$ cat config.mk
export PLATFORM = sky130hd
export DESIGN_NAME = pixel_packer
export DESIGN_NICKNAME = d
export VERILOG_FILES = /design/src/rtl/pixel_packer.sv
export SDC_FILE = /design/constraint.sdc
export NUM_CORES = 1
export LEC_CHECK = 0
export BUFFER_PORTS_ARGS = -buffer_cell sky130_fd_sc_hd__buf_4
export CORE_MARGIN = 1.5
export CORE_UTILIZATION = 28
export DETAILED_ROUTE_END_ITERATION = 7
export PLACE_DENSITY = 0.53
export SLEW_MARGIN = 20
export SYNTH_ARGS = -nofsm -noshare
export SYNTH_HDL_FRONTEND = slang
export SYNTH_SLANG_ARGS = --single-unit
export TNS_END_PERCENT = 5
$ cat constraint.sdc
create_clock -name clk_i -period 1.7 [get_ports clk_i]
set_input_delay 0.34 -clock clk_i [delete_from_list [all_inputs] [get_ports clk_i]]
set_output_delay 0.34 -clock clk_i [all_outputs]
set_load 0.005 [all_outputs]
$ cat src/rtl/pixel_packer.sv
// pixel_packer
//
// Gathers a stream of unpacked_width_p-bit elements into packed_width_p-bit
// words, first element in the LSBs. The element ordering matches the
// downstream unpacker, so a packer->unpacker loop reproduces the input stream.
// A one-deep output register lets the block take one element per cycle while
// a completed word waits for downstream.
//
// Optional feature macro: PIXEL_PACKER_FLUSH_EN
//   defined   : last_i completes a word early (zero padded) and last_o marks it;
//               ready_o = !valid_o | ready_i
//   undefined : last_i ignored, last_o tied 0, words complete at packed_num_p
//               elements; ready_o also stays high while the element cannot
//               complete a word
//
// Ports
//   clk_i       in   clock, rising edge
//   reset_ni    in   asynchronous active-low reset
//   unpacked_i  in   input element
//   valid_i     in   input element valid
//   ready_o     out  element accepted this cycle (0 while in reset)
//   last_i      in   final element of a frame (flush build only)
//   packed_o    out  packed word
//   valid_o     out  packed_o valid
//   ready_i     in   downstream accepts packed_o
//   last_o      out  packed_o is the final word of a frame (flush build only)

module pixel_packer #(
    parameter int unpacked_width_p = 2,
    parameter int packed_num_p     = 4,
    parameter int packed_width_p   = unpacked_width_p * packed_num_p
) (
    input  logic                        clk_i,
    input  logic                        reset_ni,
    input  logic [unpacked_width_p-1:0] unpacked_i,
    input  logic                        valid_i,
    output logic                        ready_o,
    input  logic                        last_i,
    output logic [packed_width_p-1:0]   packed_o,
    output logic                        valid_o,
    input  logic                        ready_i,
    output logic                        last_o
);

    localparam int COUNT_W = (packed_num_p > 1) ? $clog2(packed_num_p) : 1;
    localparam logic [COUNT_W-1:0] MAX_C = COUNT_W'(packed_num_p - 1);

    logic [packed_width_p-1:0] acc_q, acc_d;
    logic [COUNT_W-1:0]        count_q, count_d;
    logic [packed_width_p-1:0] packed_q, packed_d;
    logic                      valid_q, valid_d;
    logic                      last_q, last_d;

    logic                      ready_c;
    logic                      early_c;
    logic                      in_fire_c;
    logic                      out_fire_c;
    logic                      complete_c;
    logic [packed_width_p-1:0] merged_c;

`ifdef PIXEL_PACKER_FLUSH_EN
    assign early_c = last_i;
    // Any element may complete a word, so only the output register state gates input.
    assign ready_c = reset_ni & (~valid_q | ready_i);
`else
    logic unused_last;
    assign unused_last = last_i;
    assign early_c     = 1'b0;
    // Only the element landing in the top slot needs room in the output register.
    assign ready_c     = reset_ni & (~valid_q | ready_i | (count_q != MAX_C));
`endif

    assign in_fire_c  = valid_i & ready_c;
    assign out_fire_c = valid_q & ready_i;
    assign complete_c = in_fire_c & ((count_q == MAX_C) | early_c);

    // Accumulator with the incoming element placed in slot count_q; slots
    // above it are forced to zero so an early-completed word is zero padded.
    always_comb begin
        merged_c = '0;
        for (int k = 0; k < packed_num_p; k++) begin
            if (k < int'(count_q)) begin
                merged_c[k*unpacked_width_p +: unpacked_width_p] =
                    acc_q[k*unpacked_width_p +: unpacked_width_p];
            end else if (k == int'(count_q)) begin
                merged_c[k*unpacked_width_p +: unpacked_width_p] = unpacked_i;
            end
        end
    end

    always_comb begin
        acc_d    = acc_q;
        count_d  = count_q;
        packed_d = packed_q;
        valid_d  = valid_q;
        last_d   = last_q;

        if (complete_c) begin
            acc_d    = '0;
            count_d  = '0;
            packed_d = merged_c;
            valid_d  = 1'b1;
            last_d   = early_c;
        end else begin
            if (in_fire_c) begin
                acc_d   = merged_c;
                count_d = count_q + COUNT_W'(1);
            end
            if (out_fire_c) begin
                valid_d = 1'b0;
                last_d  = 1'b0;
            end
        end
    end

    always_ff @(posedge clk_i or negedge reset_ni) begin
        if (!reset_ni) begin
            acc_q    <= '0;
            count_q  <= '0;
            packed_q <= '0;
            valid_q  <= 1'b0;
            last_q   <= 1'b0;
        end else begin
            acc_q    <= acc_d;
            count_q  <= count_d;
            packed_q <= packed_d;
            valid_q  <= valid_d;
            last_q   <= last_d;
        end
    end

    assign ready_o  = ready_c;
    assign packed_o = packed_q;
    assign valid_o  = valid_q;
    assign last_o   = last_q;

endmodule

Word level (Yosys, flattened, before mapping)
Index checks and enable logic that the tools add are counted.
- logic and storage cells: 38
- input port bits: 7
- ROM bits: 0
- bits in latches: 0
- bits in registers: 18
- output and inout bits: 11
- memories kept: 0
- RAM bits: 0
- add/sub/neg operators: 1
- shift-type cells: 0
- reductions and logical operators: 3
- eq/ne operators: 5
- bitwise logic cells: 7
- order comparisons: 3
- divide/modulo/power cells: 0
- mux-type cells: 14
- multiply operators: 0
- operators by type and width (cell ; count):
    $mux 2 ; 9
    $mux 6 ; 2
    $and 1x1->1 ; 4
    $eq 2x2->1 const A ; 2
    $lt 1x2->1 const A ; 2
    $reduce_bool 2->1 ; 2
    $mux 1 ; 3
    $add 2x1->2 const B ; 1
    $eq 1x2->1 const A ; 1
    $eq 2x2->1 const B ; 1
    $logic_not 2->1 ; 1
    $lt 2x2->1 const A ; 1
    $ne 2x2->1 const B ; 1
    $or 1x1->1 ; 2
    $not 1->1 ; 1

Longest topological paths before layout
- depth in word-level cells: 7
- gate-level depth with buffers: 5
- mapped depth without buffers: 5

Worst setup path after synthesis
No wires, ideal clock.
- path type: reg2reg
- from: register count_q[1]
- to: register packed_q[0] (netlist: packed_o[0])
- stages on the path, launching flop included: 6
- arrival: 1387 ps
- library setup time: 125 ps
- clock period less this slack: 1512 ps
- setup slack: 188 ps
- required time: 1575 ps
- buffers on the path: 2
- cell sequence: dfrtp_1 > ha_1 > buf_2 > and3_4 > buf_6 > mux2_4
- cells in the longest elaborated chain, start to end: 5
- elaborated cells on any way between the ends: 10
- classes of those cells: order compare (1); eq/ne (2); mux (2); bitwise (4); reduce/logical (1)
- ends and longest elaborated chain (what ; line ; text):
    start, declared ; 49 ; logic [COUNT_W-1:0] count_q, count_d;
    start signal, assigned ; 125 ; count_q <= count_d;
    $ne 2x2->1 ; 70 ; assign ready_c = reset_ni & (~valid_q | ready_i | (count_q != MAX_C));
    $or 1x1->1 ; 70 ;
    $and 1x1->1 ; 70 ;
    $and 1x1->1 ; 73 ; assign in_fire_c = valid_i & ready_c;
    $and 1x1->1 ; 75 ; assign complete_c = in_fire_c & ((count_q == MAX_C) | early_c);
    end signal, assigned ; 126 ; packed_q <= packed_d;
    end, declared ; 50 ; logic [packed_width_p-1:0] packed_q, packed_d;
Several ways; a longest one is shown, not always the timed one.
A chain may end at the register's enable or synchronous reset.

Worst setup path in the final report
- from: register count_q[0]
- to: output port ready_o
- cells in the longest elaborated chain, start to end: 3
- ends and longest elaborated chain (what ; line ; text):
    $ne 2x2->1 ; 70 ;
    $or 1x1->1 ; 70 ;
    $and 1x1->1 ; 70 ;
    end, declared ; 37 ; output logic ready_o,
Every way passes these cells.

==> out/qor.csv <==
stage,metric,value,unit
run_status,status,"finished, final reports clean",
global_route,grt_pass1_wl,3.00,mm
sta,tns,0,ns
synthesis,synth_common_cells,"17 x dfrtp_1, 12 x nand2_1, 8 x mux2_4, 5 x ha_1",
cts,cts_tree,built,
cts,cts_buffer_depth,2,
setup_path,rrSetupSlack,0.15,ns
floorplan,initial_core_util,29.6,%
synthesis,synth_area,912,um2
setup_path,setup.worst_path.end_class,output port,
floorplan,fp.coreArea,3080,um2
sta,setup_violations,0,
final_layout,areaGrowthSynthToFinish,25.1,%
floorplan,std_cell_rows,20,
sta,slew_violations,0,
global_route,grt_max_degree,12,
final_layout,fin_cells,145,
sta,fin_crit,1.60,ns
setup_path,critPathLaunchType,flip-flop,
synthesis,yosys_register_bits,17,
global_route,grt_use_total,11.2,%
sta,relSlewSlack,66.5,%
final_layout,fill_cells,323,
cts,cts-htree-levels,1,
setup_path,worstPathArrival,1.26,ns
route,drt_pass1_iterations,3,
route,wl,1.66,mm
placement,dp_hpwl,1.31,mm
setup_path,crit_fanout,4,
synthesis,yosys_warnings,0,
route,routed_via_density,4.44,
floorplan,die_x,60.1,um
final_layout,drive_gt1_share,37.6,%
final_layout,fin_nets,114,
route,ant_nets,0,
floorplan,die_y,60.1,um
synthesis,async_reset_ff_share,100,%
synthesis,synth_area_leader_cell,dfrtp_1,
sta,fin_crit_sh,94.1,%
synthesis,synth_edf_count,0,
cts,cts_root_buffer,clkbuf_4,
power,ir_drop,0.582,mV
synthesis,syn_inst,78,
cts,insertion_delay,0.29,ns
route,wl_per_cell,11.4,um
power,p_leak,0.542,nW
floorplan,ios,18,
setup_path,path_class,flip-flop to output port,
floorplan,dieArea,3610,um2
synthesis,synth.most_common_cell,dfrtp_1,
sta,hold_violations,0,
cts,clk_pin_slew,0.10,ns
setup_path,r2r_cells,5,
sta,fin_worst_skew,0.00237,ns
power,pwr_density_cell,1410,nW/um2
synthesis,syn_avg_cell_area,11.7,um2
sta,grt_setup_unrepaired,no,
synthesis,yosys-top-cells-area,"dfrtp_1 47%, mux2_4 13%, ha_1 6.9%",
synthesis,ys.flop_type,dfrtp_1,
synthesis,synth_seq_area_share,46.6,%
setup_path,cp.required,1.36,ns
placement,numPortBuffers,15,
sta,fmax,625,MHz
cts,cts_buffers,3,
worst_hold_path,holdPathStages,2,
flow_run,drv_cap,0,
route,vias,644,
synthesis,ys_types,25,
placement,globalplace.congestion,0.809,
synthesis,synth_fp_nets,90,
sta,tightest_slew,0.501,ns
synthesis,yosysTopAreaCellShare,46.6,%
cts,cts_sinks,17,
global_route,antenna_found_initial,0,
global_route,overflow,0,
worst_hold_path,hp-class,input port to flip-flop,
final_layout,n_antenna_cell,0,
route,first_iter_violations,6,
placement,placed_cells,136,
route,drc,0,
global_route,grt_pass1_vias,659,
==> routing by layer <==
| metal | GRT usage [%] | routed length, um | vias up |
|---|---|---|---|
| li1 | - | - | 321 |
| met1 | 14.8 | 797 | 310 |
| met2 | 17.4 | 782 | 13 |
| met3 | 4.55 | 79 | 0 |
| met4 | 1.90 | 0 | 0 |
| met5 | 0 | 0 | - |
==> cell families (layout without fill, tap and decap cells) <==
group / Yosys count / in the layout / share of synthesized area (%)
other: 1 / 1 / 0.411
DFF: 17 / 17 / 46.6
buffers and inverters: 6 / 29 / 4.66
muxes: 9 / 9 / 14.4
adders and majority gates: 5 / 5 / 6.86
and+or+nand+nor: 24 / 24 / 14.4
AOI/OAI and AO/OA: 16 / 16 / 12.6
==> state kept, by name (all words and copies together), names as in the netlist <==
register / cells
count_q: 2
acc_q: 6
valid_o: 1
packed_o: 8
==> final timing paths <==
check	from	to
min in group asynchronous	reset_ni	count_q[1]$_DFFE_PN0P_
max in group asynchronous	reset_ni	packed_o[6]$_DFFE_PN0P_
hold reg to reg	acc_q[0]$_DFFE_PN0P_	acc_q[0]$_DFFE_PN0P_
setup reg to reg	count_q[1]$_DFFE_PN0P_	acc_q[5]$_DFFE_PN0P_
hold / removal	unpacked_i[1]	acc_q[3]$_DFFE_PN0P_
setup / recovery	count_q[0]$_DFFE_PN0P_	ready_o
==> cell type report <==
cell class	count	area (um2)	share of cell area, %
Timing Repair Buffer	23	178	15.6
Multi-Input combinational cell	55	447	39.1
Sequential cell	17	427	37.4
Tap cell	44	55.1	4.82
Clock inverter	1	5.00	0.439
Inverter	2	7.51	0.658
Clock buffer	3	22.5	1.97
==> where the power goes <==
group / switching [mW] / leakage [nW] / internal [mW]
logic: 0.301 / 0.311 / 0.445
clock network: 0.127 / 0.0177 / 0.0876
registers: 0.0859 / 0.214 / 0.559
total: 0.514 / 0.542 / 1.09
==> critical path, stage by stage (launching register included) <==
cell and delay [ns]:
dfrtp_2 0.37, ha_2 0.20, nand3b_1 0.10, and2_1 0.17
buf_4 0.13
==> cell usage in the layout, fill, tap and decap left out <==
| cell | n |
|---|---|
| clkinv_2 | 1 |
| mux2_4 | 8 |
| conb_1 | 1 |
| and2_1 | 1 |
| a31oi_1 | 2 |
| mux2_2 | 1 |
| nor3_1 | 1 |
| ha_1 | 4 |
| nand2b_1 | 2 |
| o21ai_0 | 4 |
| nand3_1 | 1 |
| and2_4 | 1 |
| inv_1 | 2 |
| nand3b_1 | 1 |
| a22o_1 | 4 |
| o2bb2ai_1 | 2 |
| dfrtp_1 | 16 |
| a21o_1 | 3 |
| buf_4 | 21 |
| nand2_1 | 12 |
| nor2b_1 | 2 |
| o211ai_1 | 1 |
| and3_4 | 1 |
| clkbuf_4 | 3 |
| nor4b_1 | 2 |
| ha_2 | 1 |
| dlygate4sd3_1 | 2 |
| dfrtp_2 | 1 |
==> stage by stage <==
step	area, um2	power, mW	util [%]	hold slack (ns)	setup slack (ns)
after global placement	1070	1.35	34.7	0.161	0.188
after detailed placement	1070	1.37	34.7	0.165	0.162
after floorplan	912	1.10	-	0.0444	0.188
after global routing	1140	1.76	37.1	0.325	0.0272
final	1140	1.61	37.1	0.331	0.100
after CTS	1140	1.63	37.1	0.324	0.0763
==> repair_timing <==
item,in CTS,in global routing
resized for setup,2,0
endpoints found under the setup margin,1,0
buffers inserted,3,0
hold buffers,2,0
endpoints found under the hold margin,6,0
Note: power is estimated with default switching activity, not from simulation.
